==> config.mk <==
export PLATFORM = sky130hd
export DESIGN_NAME = gte_mac_accum
export DESIGN_NICKNAME = d
export VERILOG_FILES = /design/src/rtl/gte_mac_accum_pkg.sv /design/src/rtl/gte_ir_saturate.sv /design/src/rtl/gte_mac_accum.sv
export SDC_FILE = /design/constraint.sdc
export NUM_CORES = 1
export LEC_CHECK = 0
export ABC_AREA = 1
export BUFFER_PORTS_ARGS = -buffer_cell sky130_fd_sc_hd__buf_2
export CORE_MARGIN = 1.5
export CORE_UTILIZATION = 45
export CTS_CLUSTER_SIZE = 30
export DETAILED_ROUTE_END_ITERATION = 6
export GPL_ROUTABILITY_DRIVEN = 0
export PLACE_DENSITY = 0.74
export SLEW_MARGIN = 20
export SYNTH_ARGS = -nofsm -noshare
export SYNTH_HDL_FRONTEND = slang
export SYNTH_SLANG_ARGS = --single-unit
==> constraint.sdc <==
create_clock -name i_clk -period 5 [get_ports i_clk]
set_clock_uncertainty 0.05 [all_clocks]
set_input_delay 0.5 -clock i_clk [delete_from_list [all_inputs] [get_ports i_clk]]
set_output_delay 0.5 -clock i_clk [all_outputs]
set_load 0.005 [all_outputs]
==> src/rtl/gte_mac_accum_pkg.sv <==
// Shared GTE definitions: MAC stage states,
// accumulator geometry and IR saturation bounds.
package gte_mac_accum_pkg;

  typedef enum logic [1:0] {
    IDLE  = 2'd0,
    ACCUM = 2'd1,
    FINAL = 2'd2
  } EMACST;

  localparam int GTE_ACC_W = 44;
  localparam int GTE_FRAC  = 12;

  localparam logic signed [31:0] GTE_IR_HI = 32'sd32767;
  localparam logic signed [31:0] GTE_IR_LO = -32'sd32768;

endpackage

==> src/rtl/gte_ir_saturate.sv <==
// Clamp a signed 32-bit MAC value into the 16-bit IR range,
// lower bound 0 when lm is set.
module gte_ir_saturate
  import gte_mac_accum_pkg::*;
(
  input  logic [31:0] mac,
  input  logic        lm,
  output logic [15:0] ir,
  output logic        sat
);

  logic signed [31:0] val;
  logic signed [31:0] lo;

  always_comb begin
    val = mac;
    lo  = lm ? 32'sd0 : GTE_IR_LO;
    ir  = val[15:0];
    sat = 1'b0;
    if (val > GTE_IR_HI) begin
      ir  = GTE_IR_HI[15:0];
      sat = 1'b1;
    end else if (val < lo) begin
      ir  = lo[15:0];
      sat = 1'b1;
    end
  end

endmodule

==> src/rtl/gte_mac_accum.sv <==
// Per-lane GTE MAC accumulator: sums signed products into a
// 44-bit accumulator and produces MACn, IRn and overflow flags.
module gte_mac_accum
  import gte_mac_accum_pkg::*;
#(
  parameter int PROD_W = 35,
  parameter int ACC_W  = GTE_ACC_W,
  parameter int OUT_W  = 32,
  parameter int FRAC   = GTE_FRAC
) (
  input  logic              i_clk,
  input  logic              i_nRst,
  input  logic              i_start,
  input  logic [ACC_W-1:0]  i_preload,
  input  logic              i_prodValid,
  input  logic [PROD_W-1:0] i_product,
  input  logic              i_last,
  input  logic              i_sf,
  input  logic              i_lm,
  output logic              o_busy,
  output logic              o_valid,
  output logic [OUT_W-1:0]  o_mac,
  output logic [15:0]       o_ir,
  output logic              o_flagMacPos,
  output logic              o_flagMacNeg,
  output logic              o_flagIrSat
);

  EMACST            state_q, state_d;
  logic [ACC_W-1:0] acc_q, acc_d, base;
  logic [ACC_W:0]   sum;
  logic             pos_q, pos_d;
  logic             neg_q, neg_d;
  logic             ovf_pos, ovf_neg;
  logic             do_add;
  logic [OUT_W-1:0] mac_d;
  logic [15:0]      ir_d;
  logic             sat_d;

  // A start replaces the accumulator, so the add uses the preload.
  always_comb begin
    base = i_start ? i_preload : acc_q;
    sum = {base[ACC_W-1], base}
        + {{(ACC_W+1-PROD_W){i_product[PROD_W-1]}}, i_product};
    ovf_pos = ~sum[ACC_W] & sum[ACC_W-1];
    ovf_neg = sum[ACC_W] & ~sum[ACC_W-1];
    do_add = i_prodValid & (i_start | (state_q == ACCUM));
  end

  always_comb begin
    state_d = state_q;
    acc_d   = acc_q;
    pos_d   = pos_q;
    neg_d   = neg_q;
    if (i_start) begin
      state_d = ACCUM;
      acc_d   = i_preload;
      pos_d   = 1'b0;
      neg_d   = 1'b0;
    end else begin
      unique case (state_q)
        IDLE:    state_d = IDLE;
        ACCUM:   state_d = ACCUM;
        FINAL:   state_d = IDLE;
        default: state_d = IDLE;
      endcase
    end
    if (do_add) begin
      acc_d = sum[ACC_W-1:0];
      pos_d = pos_d | ovf_pos;
      neg_d = neg_d | ovf_neg;
      if (i_last) state_d = FINAL;
    end
  end

  // Results are formed on the edge into FINAL so o_valid lands
  // in the cycle right after the last beat.
  always_comb begin
    mac_d = i_sf ? acc_d[FRAC+OUT_W-1:FRAC] : acc_d[OUT_W-1:0];
  end

  gte_ir_saturate u_sat (
    .mac (mac_d),
    .lm  (i_lm),
    .ir  (ir_d),
    .sat (sat_d)
  );

  always_ff @(posedge i_clk) begin
    if (!i_nRst) begin
      state_q      <= IDLE;
      acc_q        <= '0;
      pos_q        <= 1'b0;
      neg_q        <= 1'b0;
      o_valid      <= 1'b0;
      o_mac        <= '0;
      o_ir         <= '0;
      o_flagMacPos <= 1'b0;
      o_flagMacNeg <= 1'b0;
      o_flagIrSat  <= 1'b0;
    end else begin
      state_q <= state_d;
      acc_q   <= acc_d;
      pos_q   <= pos_d;
      neg_q   <= neg_d;
      o_valid <= (state_d == FINAL);
      if (state_d == FINAL) begin
        o_mac        <= mac_d;
        o_ir         <= ir_d;
        o_flagMacPos <= pos_d;
        o_flagMacNeg <= neg_d;
        o_flagIrSat  <= sat_d;
      end
    end
  end

  assign o_busy = (state_q != IDLE);

endmodule
==> out/results.txt, run 1 <==
Leak Pwr = 5.97 nW
Layout area overhead = 17.4%
Residual DRC = 0
Die Area = 0.0207 mm^2
root buf cell = clkbuf_16
Synth Net Count = 1673
headroom to the max-slew limit = 0.481
CP Depth = 32
Seq pwr share = 0.308
initial antenna violation count = 0
Cell Area, Synth = 0.00891 mm^2
clk sink count = 100
most common cell after layout, fill and taps aside = nand2_1
Hold WS = 0.428 ns
drt first pass iters = 5
gr usage total = 0.270
CP max FO = 20
Most used DFF post-synth = dfxtp_1
total negative slack = 0 ns
most used cell, CP = nor2_1
Net Sw Power = 0.00116 W
Clock Tree Buf Depth = 2
Core Util, Final = 0.538
layout cells sized above 1 = 0.185
via count = 9839
final setup violating endpoints = 0
Row Count = 51
Worst-Skew Late Latency = 0.35 ns
internal power = 0.00173 W
setup bufs post-CTS = 0
Peak VDD IR = 0.000187 V
Critical Path RT = 5.23 ns
largest net degree at the start of global routing = 78
Nets = 1814
WL per Instance = 14.6 um
Max Clk Rate = 208 MHz
IO buf count = 138
CP peak stage delay = 0.36 ns
cts bufs inserted = 9
number of synthesized flops with an enable pin = 0
CTS tree = built
Die Wd = 144 um
Switching Share = 0.401
commonest non-fill, non-tap cells in the layout = nand2_1 (493), inv_1 (249), nor2_1 (165), buf_2 (138), dfxtp_1 (100)
Post-Route WL = 28400 um
fill count = 2042
global-route wire length before repair = 43600 um
htree depth = 3
worst hold path class = primary input to flip-flop
Starting Density = 0.458
ys async rst share = 0
r2r worst-path depth = 28
CP Launch Type = primary input
Clock Power Share = 0.258
# diodes = 0
design area = 0.0105 mm^2
Syn Area/Cell = 5.84 um^2
Final Max Tran Viols = 0
vias in the first global route = 8935
post-route ant nets = 0
YS warnings = 0
slowest CP cell = ha_1
CP top delay family = simple AND/OR/NAND/NOR gates
DIE HEIGHT = 144 um
Placed Area = 0.00999 mm^2
crit path kind = primary input to flip-flop
max_cap viols = 0
vias per cell = 5.08
fin crit period = 4.81 ns
combinational share of power = 0.434
Overflow after GRT = 0
DR iter-0 viols = 886
Worst Setup End Kind = flip-flop
Pwr Total = 0.00288 W
HPWL after detailed placement = 22600 um
Least-Margin Pin Slew = 0.777 ns
Hold Path Stages = 4
Worst Path Buf+Inv = 7
CORE AREA = 0.0195 mm^2
clock-pin slew on the worst setup and hold paths = 0.07 ns
final hold violation count = 0
number of I/O pins = 139
#FFs+latches synth = 100
post-synth cell types = 49
Cell Pwr Density = 275 mW/mm^2
status = finished clean
sequential share of the synthesized area = 0.225
cell count after synthesis = 1526
Critical Path AT = 5.04 ns
final worst-path cycle share = 0.962
synthesized netlist by cell type (13+ instances only):
cell | n | share of area
ha_1 | 60 | 0.084
nor2_1 | 168 | 0.071
o211ai_1 | 13 | 0.011
dfxtp_1 | 100 | 0.22
xnor2_1 | 17 | 0.017
clkbuf_1 | 23 | 0.0097
or2_2 | 22 | 0.015
a21oi_1 | 58 | 0.033
inv_1 | 249 | 0.10
nand2_2 | 24 | 0.017
nand3_1 | 82 | 0.046
nand2_1 | 499 | 0.21
a21oi_2 | 13 | 0.013
o21ai_0 | 95 | 0.053
worst min-delay path: cells and delay by family:
| kind | cells | cell delay (ns) |
|---|---|---|
| buffers and inverters | 1 | 0.08 |
| and+or+nand+nor | 3 | 0.20 |
per-stage QoR:
stage / setup slack [ns] / instances
after detailed placement: -0.0764 / 1920
after global routing: -0.0588 / 1937
after global placement: 0.0205 / 1920
after CTS: 0.224 / 1936
final: 0.188 / 1937
after floorplan: 0.0193 / 1526
layout make-up:
cell class	count	area (um^2)	share of cell area
tap	265	332	0.0317
inverter	255	960	0.0917
clock buffer	10	239	0.0228
multi-input combinational	1125	5820	0.557
timing repair buffer	176	1030	0.0985
sequential	100	2000	0.191
clock inverter	6	76.3	0.00729
sequential cells by signal (all words and copies together) (netlist names):
| register | cells |
|---|---|
| o_flagMacPos | 1 |
| o_flagMacNeg | 1 |
| acc_q | 44 |
| o_flagIrSat | 1 |
| o_ir | 16 |
| o_valid | 1 |
| neg_q | 1 |
| state_q | 2 |
| pos_q | 1 |
| o_mac | 32 |
cell families (layout without fill, tap and decap cells):
family	after synthesis	count (layout)	share of synthesized area
multiplexers	1	1	0.00112
XOR/XNOR	21	21	0.0206
AO/OA/AOI/OAI	196	196	0.124
adder cells (fa/ha/maj)	61	61	0.0865
AND/OR/NAND/NOR	846	846	0.404
flip-flops	100	100	0.225
buffers and inverters	301	447	0.139
power groups by stage:
stage | Sequential (W) | Clock (W) | Combinational (W)
floorplan | 0.000904 | 0 | 0.000830
global route | 0.000893 | 0.000784 | 0.00139
finish | 0.000887 | 0.000744 | 0.00125
CTS | 0.000887 | 0.000752 | 0.00120
detailed placement | 0.000905 | 0 | 0.00119
global placement | 0.000904 | 0 | 0.00117
timing repair:
action / 4_1_cts / 5_1_grt
gates resized for setup: 0 / 28
hold buffers: 0 / 0
setup endpoints to repair: 0 / 17
final timing paths:
check	endpoint	from	slack, ns
max	o_ir[15]	i_start	0.19
min reg2reg	o_mac[26]	o_mac[26]	0.44
max reg2reg	o_ir[15]	acc_q[19]	0.57
min	state_q[0]	i_last	0.43
routing by layer:
layer	GRT usage	share of wire	wire length [um]	vias to the layer above
li1	-	-	-	5010
met1	0.346	0.43	12100	4396
met2	0.450	0.46	13000	372
met3	0.0393	0.071	2010	61
met4	0.118	0.042	1200	0
met5	0	0	0	-
No activity file was read; power rests on OpenSTA's default activity.
==> inputs of run 2 (changes only) <==
--- a/config.mk
+++ b/config.mk
@@ -12,7 +12,7 @@
 export CTS_CLUSTER_SIZE = 30
 export DETAILED_ROUTE_END_ITERATION = 6
 export GPL_ROUTABILITY_DRIVEN = 0
-export PLACE_DENSITY = 0.74
+export PLACE_DENSITY = 0.72
 export SLEW_MARGIN = 20
 export SYNTH_ARGS = -nofsm -noshare
 export SYNTH_HDL_FRONTEND = slang
==> constraint.sdc (replaced) <==
create_clock -name i_clk -period 6 [get_ports i_clk]
set_clock_uncertainty 0.05 [all_clocks]
set_input_delay 0.6 -clock i_clk [delete_from_list [all_inputs] [get_ports i_clk]]
set_output_delay 0.6 -clock i_clk [all_outputs]
set_load 0.005 [all_outputs]
==> out/results.txt, run 2 (synthesis results as in run 1) <==
number of I/O pins = 139 (unchanged)
internal power = 0.00139 W (-20%)
combinational share of power = 0.413 (-0.021)
final setup violating endpoints = 0 (unchanged)
headroom to the max-slew limit = 0.462 (-0.0198)
Worst Setup End Kind = flip-flop
Critical Path RT = 6.24 ns (+1.01 ns)
IO buf count = 138 (unchanged)
CTS tree = built
total negative slack = 0 ns (unchanged)
gr usage total = 0.267 (-0.00281)
initial antenna violation count = 0 (unchanged)
via count = 9597 (-2.5%)
Clock Power Share = 0.269 (+0.011)
# diodes = 0 (unchanged)
CP Launch Type = primary input
DIE HEIGHT = 144 um (unchanged)
largest registers = acc_q (44), o_mac (32), o_ir (16)
final worst-path cycle share = 0.876
DR iter-0 viols = 756 (-15%)
Top reg by flops = acc_q
Critical Path AT = 5.50 ns (+0.46 ns)
Cell Pwr Density = 232 mW/mm^2 (-16%)
vias in the first global route = 8566 (-4.1%)
WL per Instance = 14.5 um (-1.3%)
root buf cell = clkbuf_16
fill count = 2097 (+2.7%)
max_cap viols = 0 (unchanged)
Switching Share = 0.404 (+0.00236)
htree depth = 3 (unchanged)
largest net degree at the start of global routing = 78 (unchanged)
clk sink count = 100 (unchanged)
Hold Path Stages = 2 (-2)
slowest CP cell = nor4b_1
most common cell after layout, fill and taps aside = nand2_1
drt first pass iters = 6 (+1)
HPWL after detailed placement = 22100 um (-1.8%)
fin crit period = 5.26 ns
Max Clk Rate = 190 MHz
Largest register FFs = 44 (unchanged)
Die Area = 0.0207 mm^2 (unchanged)
Inst Count DP = 1891 (-1.5%)
CP max FO = 31 (+55%)
layout cells sized above 1 = 0.157 (-0.0289)
Hold WS = 0.450 ns (+0.0217 ns)
Nets = 1784 (-1.7%)
Leak Pwr = 5.79 nW (-2.9%)
Post-Route WL = 27600 um (-2.8%)
CP peak stage delay = 0.50 ns (+0.14 ns)
Seq pwr share = 0.318 (+0.010)
Starting Density = 0.458 (unchanged)
Residual DRC = 0 (unchanged)
post-route ant nets = 0 (unchanged)
cts bufs inserted = 9 (unchanged)
final hold violation count = 0 (unchanged)
r2r worst-path depth = 32 (+14%)
Least-Margin Pin Slew = 0.808 ns (+0.0306 ns)
clock-pin slew on the worst setup and hold paths = 0.07 ns (about the same)
worst hold path class = flip-flop to flip-flop
Core Util, Final = 0.516 (-0.0213)
status = finished clean
Pwr Total = 0.00233 W (-19%)
Clock Tree Buf Depth = 2 (unchanged)
post-cts hold buffer count = 0 (unchanged)
commonest non-fill, non-tap cells in the layout = nand2_1 (499), inv_1 (249), nor2_1 (167), buf_2 (138), dfxtp_1 (100)
Net Sw Power = 0.000940 W (-19%)
Overflow after GRT = 0 (unchanged)
Row Count = 51 (unchanged)
vias per cell = 5.03 (-0.93%)
global-route wire length before repair = 42700 um (-2.1%)
CORE AREA = 0.0195 mm^2 (unchanged)
post-cts sizing count = 0 (unchanged)
crit path kind = primary input to flip-flop
Worst-Skew Late Latency = 0.36 ns (about the same)
Final Max Tran Viols = 0 (unchanged)
Non-Filler Instances = 1907 (-1.5%)
Peak VDD IR = 0.000156 V (-16%)
Die Wd = 144 um (unchanged)
setup bufs post-CTS = 0 (unchanged)
unrepaired setup endpoints after global routing = no
Layout area overhead = 12.7%
[run 2: metal layers]
metal  routed length (um)  vias to the layer above  share of wire  global-route usage
li1                     -                     4947              -                   -
met2                12200                      399           0.44               0.431
met3                 1960                       70          0.071              0.0337
met5                    0                        -              0                   0
met4                 1310                        0          0.048               0.131
met1                12100                     4181           0.44               0.352
[run 2: critical path: cells and delay by family]
kind | cells | cell delay (ns)
buffers and inverters | 4 | 0.45
AO/OA/AOI/OAI | 3 | 0.32
adder cells (fa/ha/maj) | 2 | 0.79
AND/OR/NAND/NOR | 26 | 3.29
[run 2: stage by stage]
step,cell area (um^2),worst slack [ns]
final,10000,0.744
after detailed placement,9730,0.423
after global routing,10000,0.263
after floorplan,8910,0.919
after CTS,10000,0.773
after global placement,9730,0.515
[run 2: path summary, 6_finish.rpt]
check                           startpoint       end  slack [ns]
worst max-delay path               i_start  o_ir[15]        0.74
worst min-delay path              o_ir[15]  o_ir[15]        0.45
worst max register to register   acc_q[17]  o_ir[15]        1.23
worst min register to register    o_ir[15]  o_ir[15]        0.45
[run 2: final cells by class]
cell class                 instances  area, um^2  area share
clock buffer                      10         239      0.0238
inverter                         255         957      0.0953
clock inverter                     6        77.6     0.00772
multi-input combinational       1125        5690       0.566
tap                              265         332      0.0330
timing repair buffer             146         751      0.0747
sequential                       100        2000       0.199
[run 2: power groups by stage]
stage	Sequential, W	Clock, W	Combinational [W]
after CTS	0.000740	0.000636	0.000950
after global routing	0.000745	0.000659	0.00108
after detailed placement	0.000755	0	0.000946
after floorplan	0.000753	0	0.000692
final	0.000740	0.000627	0.000961
after global placement	0.000755	0	0.000935
==> inputs of run 3 (changes only) <==
--- a/config.mk
+++ b/config.mk
@@ -9,6 +9,7 @@
 export BUFFER_PORTS_ARGS = -buffer_cell sky130_fd_sc_hd__buf_2
 export CORE_MARGIN = 1.5
 export CORE_UTILIZATION = 45
+export CTS_BUF_LIST = sky130_fd_sc_hd__clkbuf_4 sky130_fd_sc_hd__clkbuf_8
 export CTS_CLUSTER_SIZE = 30
 export DETAILED_ROUTE_END_ITERATION = 6
 export GPL_ROUTABILITY_DRIVEN = 0
==> out/results.txt, run 3 (synthesis results as in run 1) <==
slowest CP cell = nor4b_1
Inst Count DP = 1891 (unchanged)
design area = 0.00995 mm^2 (-1.0%)
Residual DRC = 0 (unchanged)
max_cap viols = 0 (unchanged)
via count = 9516 (-0.84%)
Top reg by flops = acc_q
CTS tree = built
total negative slack = 0 ns (unchanged)
crit path kind = primary input to flip-flop
htree depth = 3 (unchanged)
layout cells sized above 1 = 0.157 (unchanged)
initial antenna violation count = 0 (unchanged)
headroom to the max-slew limit = 0.462 (about the same)
Row Count = 51 (unchanged)
Least-Margin Pin Slew = 0.807 ns (-0.000373 ns)
root buf cell = clkbuf_8
Non-Filler Instances = 1907 (unchanged)
Max Clk Rate = 191 MHz (+0.26%)
fin crit period = 5.24 ns (-0.0135 ns)
drt first pass iters = 6 (unchanged)
DR iter-0 viols = 822 (+8.7%)
number of I/O pins = 139 (unchanged)
vias in the first global route = 8556 (-0.12%)
setup bufs post-CTS = 0 (unchanged)
Die Area = 0.0207 mm^2 (unchanged)
worst hold path class = flip-flop to flip-flop
Largest register FFs = 44 (unchanged)
Worst Setup End Kind = flip-flop
largest registers = acc_q (44), o_mac (32), o_ir (16)
CP max FO = 31 (unchanged)
Peak VDD IR = 0.000114 V (-27%)
final setup violating endpoints = 0 (unchanged)
post-cts hold buffer count = 0 (unchanged)
final hold violation count = 0 (unchanged)
fill count = 2106 (+0.43%)
Leak Pwr = 5.75 nW (-0.80%)
WL per Instance = 14.5 um (about the same)
most common cell after layout, fill and taps aside = nand2_1
# diodes = 0 (unchanged)
Die Wd = 144 um (unchanged)
Overflow after GRT = 0 (unchanged)
unrepaired setup endpoints after global routing = no
Starting Density = 0.458 (unchanged)
Final Max Tran Viols = 0 (unchanged)
DIE HEIGHT = 144 um (unchanged)
gr usage total = 0.267 (about the same)
Worst-Skew Late Latency = 0.39 ns (+0.03 ns)
Cell Pwr Density = 219 mW/mm^2 (-5.5%)
clock-pin slew on the worst setup and hold paths = 0.11 ns (+0.04 ns)
post-cts sizing count = 0 (unchanged)
final worst-path cycle share = 0.874 (-0.00225)
post-route ant nets = 0 (unchanged)
cts bufs inserted = 9 (unchanged)
Nets = 1784 (unchanged)
global-route wire length before repair = 42700 um (about the same)
Layout area overhead = 11.6%
largest net degree at the start of global routing = 78 (unchanged)
Critical Path AT = 5.52 ns (+0.02 ns)
Post-Route WL = 27600 um (about the same)
commonest non-fill, non-tap cells in the layout = nand2_1 (499), inv_1 (249), nor2_1 (167), buf_2 (138), dfxtp_1 (100)
CORE AREA = 0.0195 mm^2 (unchanged)
Critical Path RT = 6.28 ns (+0.04 ns)
flop2flop setup slack = 1.21 ns (-0.02 ns)
status = finished clean
Clock Tree Buf Depth = 2 (unchanged)
vias per cell = 4.99 (-0.84%)
CP peak stage delay = 0.50 ns (about the same)
clk sink count = 100 (unchanged)
Placed Area = 0.00973 mm^2 (unchanged)
CP Launch Type = primary input
IO buf count = 138 (unchanged)
HPWL after detailed placement = 22100 um (unchanged)
-- run 3: cell types whose count changed in the layout (fill, tap and decap cells not counted) --
cell and delta:
clkbuf_8 +9, clkbuf_16 -9
-- run 3: worst max-delay path: cells and delay by family --
family	cells	cell delay (ns)
simple gates	26	3.33
fa+ha+maj	2	0.80
buf+inv	4	0.47
compound gates	3	0.33
-- run 3: metrics by stage --
stage                util  worst slack, ns  hold WS [ns]  total power, W
floorplan               -            0.919         0.401         0.00144
global placement    0.500            0.515         0.415         0.00169
detailed placement  0.500            0.423         0.431         0.00170
CTS                 0.511            0.819         0.457         0.00218
global route        0.511            0.311         0.464         0.00233
finish              0.511            0.757         0.455         0.00218
-- run 3: final cells by class --
cell class | count | area (um^2) | share of cell area
Sequential cell | 100 | 2000 | 0.201
Timing Repair Buffer | 146 | 751 | 0.0755
Multi-Input combinational cell | 1125 | 5690 | 0.572
Clock inverter | 6 | 77.6 | 0.00780
Tap cell | 265 | 332 | 0.0333
Inverter | 255 | 957 | 0.0962
Clock buffer | 10 | 138 | 0.0138
-- run 3: path summary, 6_finish.rpt --
| kind | from | endpoint | depth (start not counted) |
|---|---|---|---|
| min | o_mac[16] | o_mac[16] | 2 |
| max reg2reg | acc_q[18] | o_ir[15] | 32 |
| max | i_start | o_ir[15] | 35 |
| min reg2reg | o_mac[16] | o_mac[16] | 2 |
-- run 3: metal layers --
| layer | vias to the layer above | share of wire | track usage |
|---|---|---|---|
| met5 | - | 0 | 0 |
| met4 | 0 | 0.043 | 0.123 |
| met3 | 62 | 0.070 | 0.0353 |
| met2 | 356 | 0.44 | 0.432 |
| met1 | 4161 | 0.44 | 0.353 |
| li1 | 4937 | - | - |
-- run 3: power breakdown --
part | switching (W) | internal [W]
clock network | 0.000266 | 0.000212
logic | 0.000634 | 0.000325
registers | 0.0000201 | 0.000720
total | 0.000920 | 0.00126
